--- src/rtl/fifo_pkg.sv ---
`default_nettype none
// ============================================================================
//  Module      : fifo_pkg
//  Description : Shared helpers and default thresholds for the parametrised
//                single-clock FIFO.
//  Revision    : 1.0 - initial release
// ============================================================================
package fifo_pkg;

    // Default geometry and threshold margins
    localparam int DEF_WIDTH     = 8;
    localparam int DEF_DEPTH     = 32;
    localparam int DEF_AF_MARGIN = 4;
    localparam int DEF_AE_LEVEL  = 4;

    // Address width for n entries; never returns 0 so a 1-bit pointer
    // still exists for the smallest legal FIFO.
    function automatic int clog2_safe(input int n);
        int w;
        w = 0;
        while ((1 << w) < n) begin
            w = w + 1;
        end
        if (w < 1) begin
            w = 1;
        end
        return w;
    endfunction

endpackage : fifo_pkg
`default_nettype wire

--- src/rtl/fifo_ram.sv ---
`default_nettype none
// ============================================================================
//  Module      : fifo_ram
//  Description : Simple dual-port storage array, one synchronous write port
//                and one unregistered read port. No reset on the contents.
//  Revision    : 1.0 - initial release
// ============================================================================
module fifo_ram
    import fifo_pkg::*;
#(
    parameter int WIDTH = DEF_WIDTH,
    parameter int DEPTH = DEF_DEPTH,
    parameter int AW    = clog2_safe(DEPTH)
) (
    input  logic             clk,
    input  logic             we,
    input  logic [AW-1:0]    waddr,
    input  logic [WIDTH-1:0] wdata,
    input  logic [AW-1:0]    raddr,
    output logic [WIDTH-1:0] rdata
);

    logic [WIDTH-1:0] mem [DEPTH];

    // Write port: store one word per enabled edge
    always_ff @(posedge clk) begin
        if (we) begin
            mem[waddr] <= wdata;
        end
    end

    // Read port is address-driven; the owner registers the result
    assign rdata = mem[raddr];

endmodule : fifo_ram
`default_nettype wire

--- src/rtl/fifo_param.sv ---
`default_nettype none
// ============================================================================
//  Module      : fifo_param
//  Description : Single-clock FIFO with parametrised width/depth, programmable
//                almost-full/almost-empty levels, sticky overflow/underflow
//                flags, synchronous flush and a registered read data output.
//  Revision    : 1.0 - initial release
// ============================================================================
module fifo_param
    import fifo_pkg::*;
#(
    parameter int WIDTH    = DEF_WIDTH,
    parameter int DEPTH    = DEF_DEPTH,
    parameter int AF_LEVEL = DEPTH - DEF_AF_MARGIN,
    parameter int AE_LEVEL = DEF_AE_LEVEL,
    localparam int CW      = $clog2(DEPTH) + 1
) (
    input  logic             clk,
    input  logic             reset,
    input  logic             flush,
    input  logic             clr_err,
    input  logic             write,
    input  logic             read,
    input  logic [WIDTH-1:0] din,
    output logic [WIDTH-1:0] dout,
    output logic [CW-1:0]    usedw,
    output logic             full,
    output logic             empty,
    output logic             almost_full,
    output logic             almost_empty,
    output logic             overflow,
    output logic             underflow
);

    localparam int          AW      = clog2_safe(DEPTH);
    localparam logic [CW-1:0] C_DEPTH = CW'(DEPTH);
    localparam logic [CW-1:0] C_AF    = CW'(AF_LEVEL);
    localparam logic [CW-1:0] C_AE    = CW'(AE_LEVEL);

    logic [AW-1:0]    wr_ptr_q, wr_ptr_d;
    logic [AW-1:0]    rd_ptr_q, rd_ptr_d;
    logic [CW-1:0]    usedw_q, usedw_d;
    logic [WIDTH-1:0] dout_q, dout_d;
    logic             overflow_q, overflow_d;
    logic             underflow_q, underflow_d;
    logic             ram_we;
    logic [WIDTH-1:0] ram_rdata;

    fifo_ram #(
        .WIDTH (WIDTH),
        .DEPTH (DEPTH),
        .AW    (AW)
    ) u_ram (
        .clk   (clk),
        .we    (ram_we),
        .waddr (wr_ptr_q),
        .wdata (din),
        .raddr (rd_ptr_q),
        .rdata (ram_rdata)
    );

    // Status flags decode directly from the occupancy counter
    assign full         = (usedw_q == C_DEPTH);
    assign empty        = (usedw_q == '0);
    assign almost_full  = (usedw_q >= C_AF);
    assign almost_empty = (usedw_q <= C_AE);
    assign usedw        = usedw_q;
    assign dout         = dout_q;
    assign overflow     = overflow_q;
    assign underflow    = underflow_q;

    // Next-state: pointer/counter/data update plus sticky error handling
    always_comb begin
        wr_ptr_d    = wr_ptr_q;
        rd_ptr_d    = rd_ptr_q;
        usedw_d     = usedw_q;
        dout_d      = dout_q;
        overflow_d  = overflow_q;
        underflow_d = underflow_q;
        ram_we      = 1'b0;

        // Clear first so an error raised on the same edge takes priority
        if (clr_err) begin
            overflow_d  = 1'b0;
            underflow_d = 1'b0;
        end

        if (flush) begin
            wr_ptr_d = '0;
            rd_ptr_d = '0;
            usedw_d  = '0;
        end else begin
            case ({write, read})
                2'b10: begin
                    if (full) begin
                        overflow_d = 1'b1;
                    end else begin
                        ram_we   = 1'b1;
                        wr_ptr_d = wr_ptr_q + AW'(1);
                        usedw_d  = usedw_q + CW'(1);
                    end
                end
                2'b01: begin
                    if (empty) begin
                        underflow_d = 1'b1;
                    end else begin
                        dout_d   = ram_rdata;
                        rd_ptr_d = rd_ptr_q + AW'(1);
                        usedw_d  = usedw_q - CW'(1);
                    end
                end
                2'b11: begin
                    if (empty) begin
                        // Nothing stored yet: hand the incoming word straight out
                        dout_d = din;
                    end else begin
                        // Read side sees the old word even when both pointers
                        // address the same slot on a full FIFO
                        dout_d   = ram_rdata;
                        ram_we   = 1'b1;
                        wr_ptr_d = wr_ptr_q + AW'(1);
                        rd_ptr_d = rd_ptr_q + AW'(1);
                    end
                end
                default: begin
                end
            endcase
        end
    end

    // State register with asynchronous active-low reset
    always_ff @(posedge clk or negedge reset) begin
        if (!reset) begin
            wr_ptr_q    <= '0;
            rd_ptr_q    <= '0;
            usedw_q     <= '0;
            dout_q      <= '0;
            overflow_q  <= 1'b0;
            underflow_q <= 1'b0;
        end else begin
            wr_ptr_q    <= wr_ptr_d;
            rd_ptr_q    <= rd_ptr_d;
            usedw_q     <= usedw_d;
            dout_q      <= dout_d;
            overflow_q  <= overflow_d;
            underflow_q <= underflow_d;
        end
    end

`ifndef SYNTHESIS
    a_usedw_range: assert property (@(posedge clk) disable iff (!reset)
        usedw_q <= C_DEPTH);
    a_full_empty_excl: assert property (@(posedge clk) disable iff (!reset)
        !(full && empty));
`ifdef FIFO_STRICT_PROTOCOL
    // Protocol misuse is otherwise legal and recorded by the sticky flags;
    // these two are only for integrations that treat it as fatal.
    a_no_overflow: assert property (@(posedge clk) disable iff (!reset)
        !(write && full && !read && !flush));
    a_no_underflow: assert property (@(posedge clk) disable iff (!reset)
        !(read && empty && !write && !flush));
`endif
`endif

endmodule : fifo_param
`default_nettype wire

--- config.mk ---
export PLATFORM = sky130hd
export DESIGN_NAME = fifo_param
export DESIGN_NICKNAME = d
export VERILOG_FILES = /design/src/rtl/fifo_pkg.sv /design/src/rtl/fifo_ram.sv /design/src/rtl/fifo_param.sv
export SDC_FILE = /design/constraint.sdc
export NUM_CORES = 1
export LEC_CHECK = 0
export CAP_MARGIN = 30
export CORE_ASPECT_RATIO = 1.25
export CORE_MARGIN = 8
export CORE_UTILIZATION = 55
export DETAILED_ROUTE_END_ITERATION = 8
export MAX_ROUTING_LAYER = met4
export PLACE_DENSITY = 0.75
export SLEW_MARGIN = 20
export SYNTH_ARGS = -nofsm -noshare
export SYNTH_HDL_FRONTEND = slang
export SYNTH_HIERARCHICAL = 1
export SYNTH_SLANG_ARGS = --single-unit
--- constraint.sdc ---
create_clock -name clk -period 3.06 [get_ports clk]
set_clock_uncertainty 0.05 [all_clocks]
set_input_delay 0.306 -clock clk [delete_from_list [all_inputs] [get_ports clk]]
set_output_delay 0.306 -clock clk [all_outputs]
set_load 0.01 [all_outputs]
==> metrics.yaml <==
sta:
  number_of_pins_exceeding_their_max_slew_limit_in_the_final_report: 0
  actual_slew_at_the_worst_max_slew_pin_ns: 0.945
  grt_setup_unrepaired: "no"
  finalSetupTns_ns: 0
  max_clock_freq_ghz: 0.383
  setup_violations: 0
  slew-limit-headroom_pct: 36.8
  final_min_period_over_clock_period_pct: 85.3
  min_period_ns: 2.61
  final_hold_viol_count: 0
  whs_ns: 0.116
clock_network:
  clock-sinks: 282
  clk_latency_ns: 0.52
  cts.htree.levels: 1
  cts.reportedPaths.clkPinSlew_ns: 0.07
  cts_tree: "built"
  cts.repair_timing.setup_buffer_count: 0
  numCtsBuffers: 25
  cts_hold_buffers: 0
  root_buffer: "sky130_fd_sc_hd__clkbuf_16"
  max-clock-path-buffers: 3
  cts.repair.resized: 0
worst_setup_path:
  timing.critical_path.from_type: "flop"
  critPathCaptureType: "flop"
  criticalPathCategory: "reg2reg"
  crit_slowest_cell: "sky130_fd_sc_hd__mux4_2"
  worstPathCellList: "buf_12, mux4_2, mux4_2, mux2_2, mux2i_1, o21ai_0"
  critical-path-top-cell-by-count: "sky130_fd_sc_hd__mux4_2"
  worstPathMaxFanout: 35
  timing.critical_path.max_delay_family: "multiplexers"
  worst_ep_required_time_ns: 3.40
  worst_path_bufs_invs: 1
  max_stage_delay_ns: 0.58
  worst_ep_arrival_time_ns: 2.96
logic_synthesis:
  synth-warning-count: 6
  netlist.area_leader.share_pct: 67.4
  synthTopCellsByArea: "sky130_fd_sc_hd__edfxtp_1 67%, sky130_fd_sc_hd__mux4_2 16%, sky130_fd_sc_hd__dfrtp_1 5.7%, sky130_fd_sc_hd__nor2_1 1.6%, sky130_fd_sc_hd__mux2i_1 1.1%"
  synth-seq-cells: 282
  synth.lib_cells_used.distinct: 45
  synth_top_cell_by_area: "sky130_fd_sc_hd__edfxtp_1"
  post_synthesis_mean_instance_area_um2: 20.4
  ys_dominant_reg_cell: "sky130_fd_sc_hd__edfxtp_1"
  synth_area_um2: 11400
  share_of_synthesized_area_occupied_by_flip_flops_and_latches_pct: 73.2
  synth_nets: 578
  synth_edf_count: 256
  synth-async-reset-ratio_pct: 9.22
  synth_cells: 559
flow_run:
  cap_violations: 0
pwr:
  power_density_nw_per_um2: 686
  p_leak_nw: 4.27
  vdd_ir_drop_max_v: 0.000404
layout:
  regArea_um2: 8340
  drive_gt1_share_pct: 29.7
  layout_common_cells: "256 x sky130_fd_sc_hd__edfxtp_1, 80 x sky130_fd_sc_hd__mux4_2, 50 x sky130_fd_sc_hd__nor2_1"
  mostFrequentLayoutCell: "sky130_fd_sc_hd__edfxtp_1"
  multi_input_comb_area_um2: 2890
  final.fill_count: 1287
  antenna-diode-count: 0
  area_growth_syn_to_layout_pct: 15.9
  finalInstanceArea_um2: 13200
  layoutNonFillerInstCount: 935
  final_net_count: 662
drt:
  num_vias: 5768
  routed_wirelength_mm: 23.9
  detail_route.wl_per_cell_um: 25.6
  drt_first_pass_iters: 5
  drtAntennaViolNets: 0
  route.detailed.drc: 0
  drt_iter0_drc: 688
  viasPerCell: 6.17
floorplan:
  placementRows: 59
  die_width_um: 145
  initial_core_util_pct: 55.3
  placeableCoreArea_um2: 20600
  floorplan.io_pins: 34
  floorplan.die_area_um2: 25600
  chipHeight_um: 177
global_route:
  wire_length_of_the_first_global_routing_pass_mm: 37.0
  grt_remaining_overflow: 0
  groute.usage.overall_pct: 20.2
  grt_pass1_vias: 6043
  grt_max_degree: 68
  antenna_found_initial: 0
placement:
  placed_cell_area_um2: 12300
  dp_hpwl_mm: 15.0
  gp_routability_congestion: 0.842
  port_buffers: 33
  place.detailed.instances: 889
worst_hold_path:
  hold_path_class: "in2async"
run_status:
  status: "finished clean"
## power breakdown
part / internal, mW / leakage (nW) / switching [mW] / total [mW]
clock network: 1.93 / 0.421 / 1.35 / 3.28
logic: 0.724 / 1.21 / 0.676 / 1.40
registers: 4.30 / 2.64 / 0.0839 / 4.38
## layer usage
| layer | wire [um] | track usage, % | share of wire, % | vias to the layer above |
|---|---|---|---|---|
| li1 | - | - | - | 2435 |
| met1 | 9230 | 25.8 | 39 | 3022 |
| met2 | 12300 | 32.9 | 52 | 279 |
| met3 | 1870 | 3.29 | 7.8 | 32 |
| met4 | 489 | 5.82 | 2.0 | 0 |
| met5 | 0 | - | 0 | - |
## path summary, 6_finish.rpt
| kind | from | endpoint | slack [ns] | depth (start not counted) |
|---|---|---|---|---|
| max in group asynchronous | reset | rd_ptr_q[0] | 2.54 | 2 |
| max | rd_ptr_q[0] | dout[3] | 0.45 | 6 |
| max reg2reg | rd_ptr_q[0] | dout[3] | 0.45 | 6 |
| min reg2reg | dout[1] | dout[1] | 0.44 | 2 |
| min in group clk | clr_err | underflow | 0.36 | 2 |
| min | reset | dout[6] | 0.12 | 2 |
## worst reg2reg max path, cell delays in order (launching register included)
cell and delay, ns:
sky130_fd_sc_hd__dfrtp_4 0.45, sky130_fd_sc_hd__buf_12 0.28, sky130_fd_sc_hd__mux4_2 0.62, sky130_fd_sc_hd__mux4_2 0.51, sky130_fd_sc_hd__mux2_2 0.27, sky130_fd_sc_hd__mux2i_1 0.20
sky130_fd_sc_hd__o21ai_0 0.12
## state kept, by name, indices dropped and copies added, names as in the netlist
name and flops:
dout 8, overflow 1, rd_ptr_q 5, u_ram/mem 256, underflow 1, usedw 6, wr_ptr_q 5
## layout make-up
type | instances | area share, %
Sequential cell | 282 | 63.2
Multi-Input combinational cell | 246 | 21.9
Timing Repair Buffer | 83 | 5.63
Clock buffer | 27 | 4.79
Tap cell | 274 | 2.59
Clock inverter | 18 | 1.79
Inverter | 5 | 0.180
## synthesized netlist by cell type (all sizes together), types with 2 or more instances
| cell type | number |
|---|---|
| mux2 | 8 |
| nor2 | 50 |
| xor2 | 9 |
| or3b | 3 |
| xnor2 | 4 |
| o32ai | 2 |
| edfxtp | 256 |
| buf | 17 |
| dfrtp | 26 |
| clkbuf | 9 |
| nand3b | 5 |
| mux2i | 13 |
| o21ai | 16 |
| nand3 | 3 |
| nor3 | 3 |
| nand4 | 4 |
| a21oi | 5 |
| or3 | 2 |
| o21a | 2 |
| ha | 5 |
| nand2 | 17 |
| mux4 | 80 |
| and2 | 4 |
| inv | 5 |
## per-stage QoR
step | util [%] | setup slack, ns | power [mW]
2_1_floorplan | - | 0.619 | 5.36
3_3_place_gp | 59.9 | 0.428 | 5.83
3_5_place_dp | 59.9 | 0.359 | 5.87
4_1_cts | 64.1 | 0.397 | 9.14
5_1_grt | 64.1 | 0.369 | 9.38
6_report | 64.1 | 0.450 | 9.06
## cell families (layout without fill, tap and decap cells)
family	after synthesis	after routing	share of synthesized area, %
buffers and inverters	31	133	1.50
AOI/OAI and AO/OA	30	30	1.98
adders and majority gates	5	5	0.549
DFF	282	282	73.2
muxes	101	101	17.7
xor gates and xnor gates	13	13	0.999
and+or+nand+nor	97	97	4.08
Note: power is estimated with default switching activity, not from simulation.
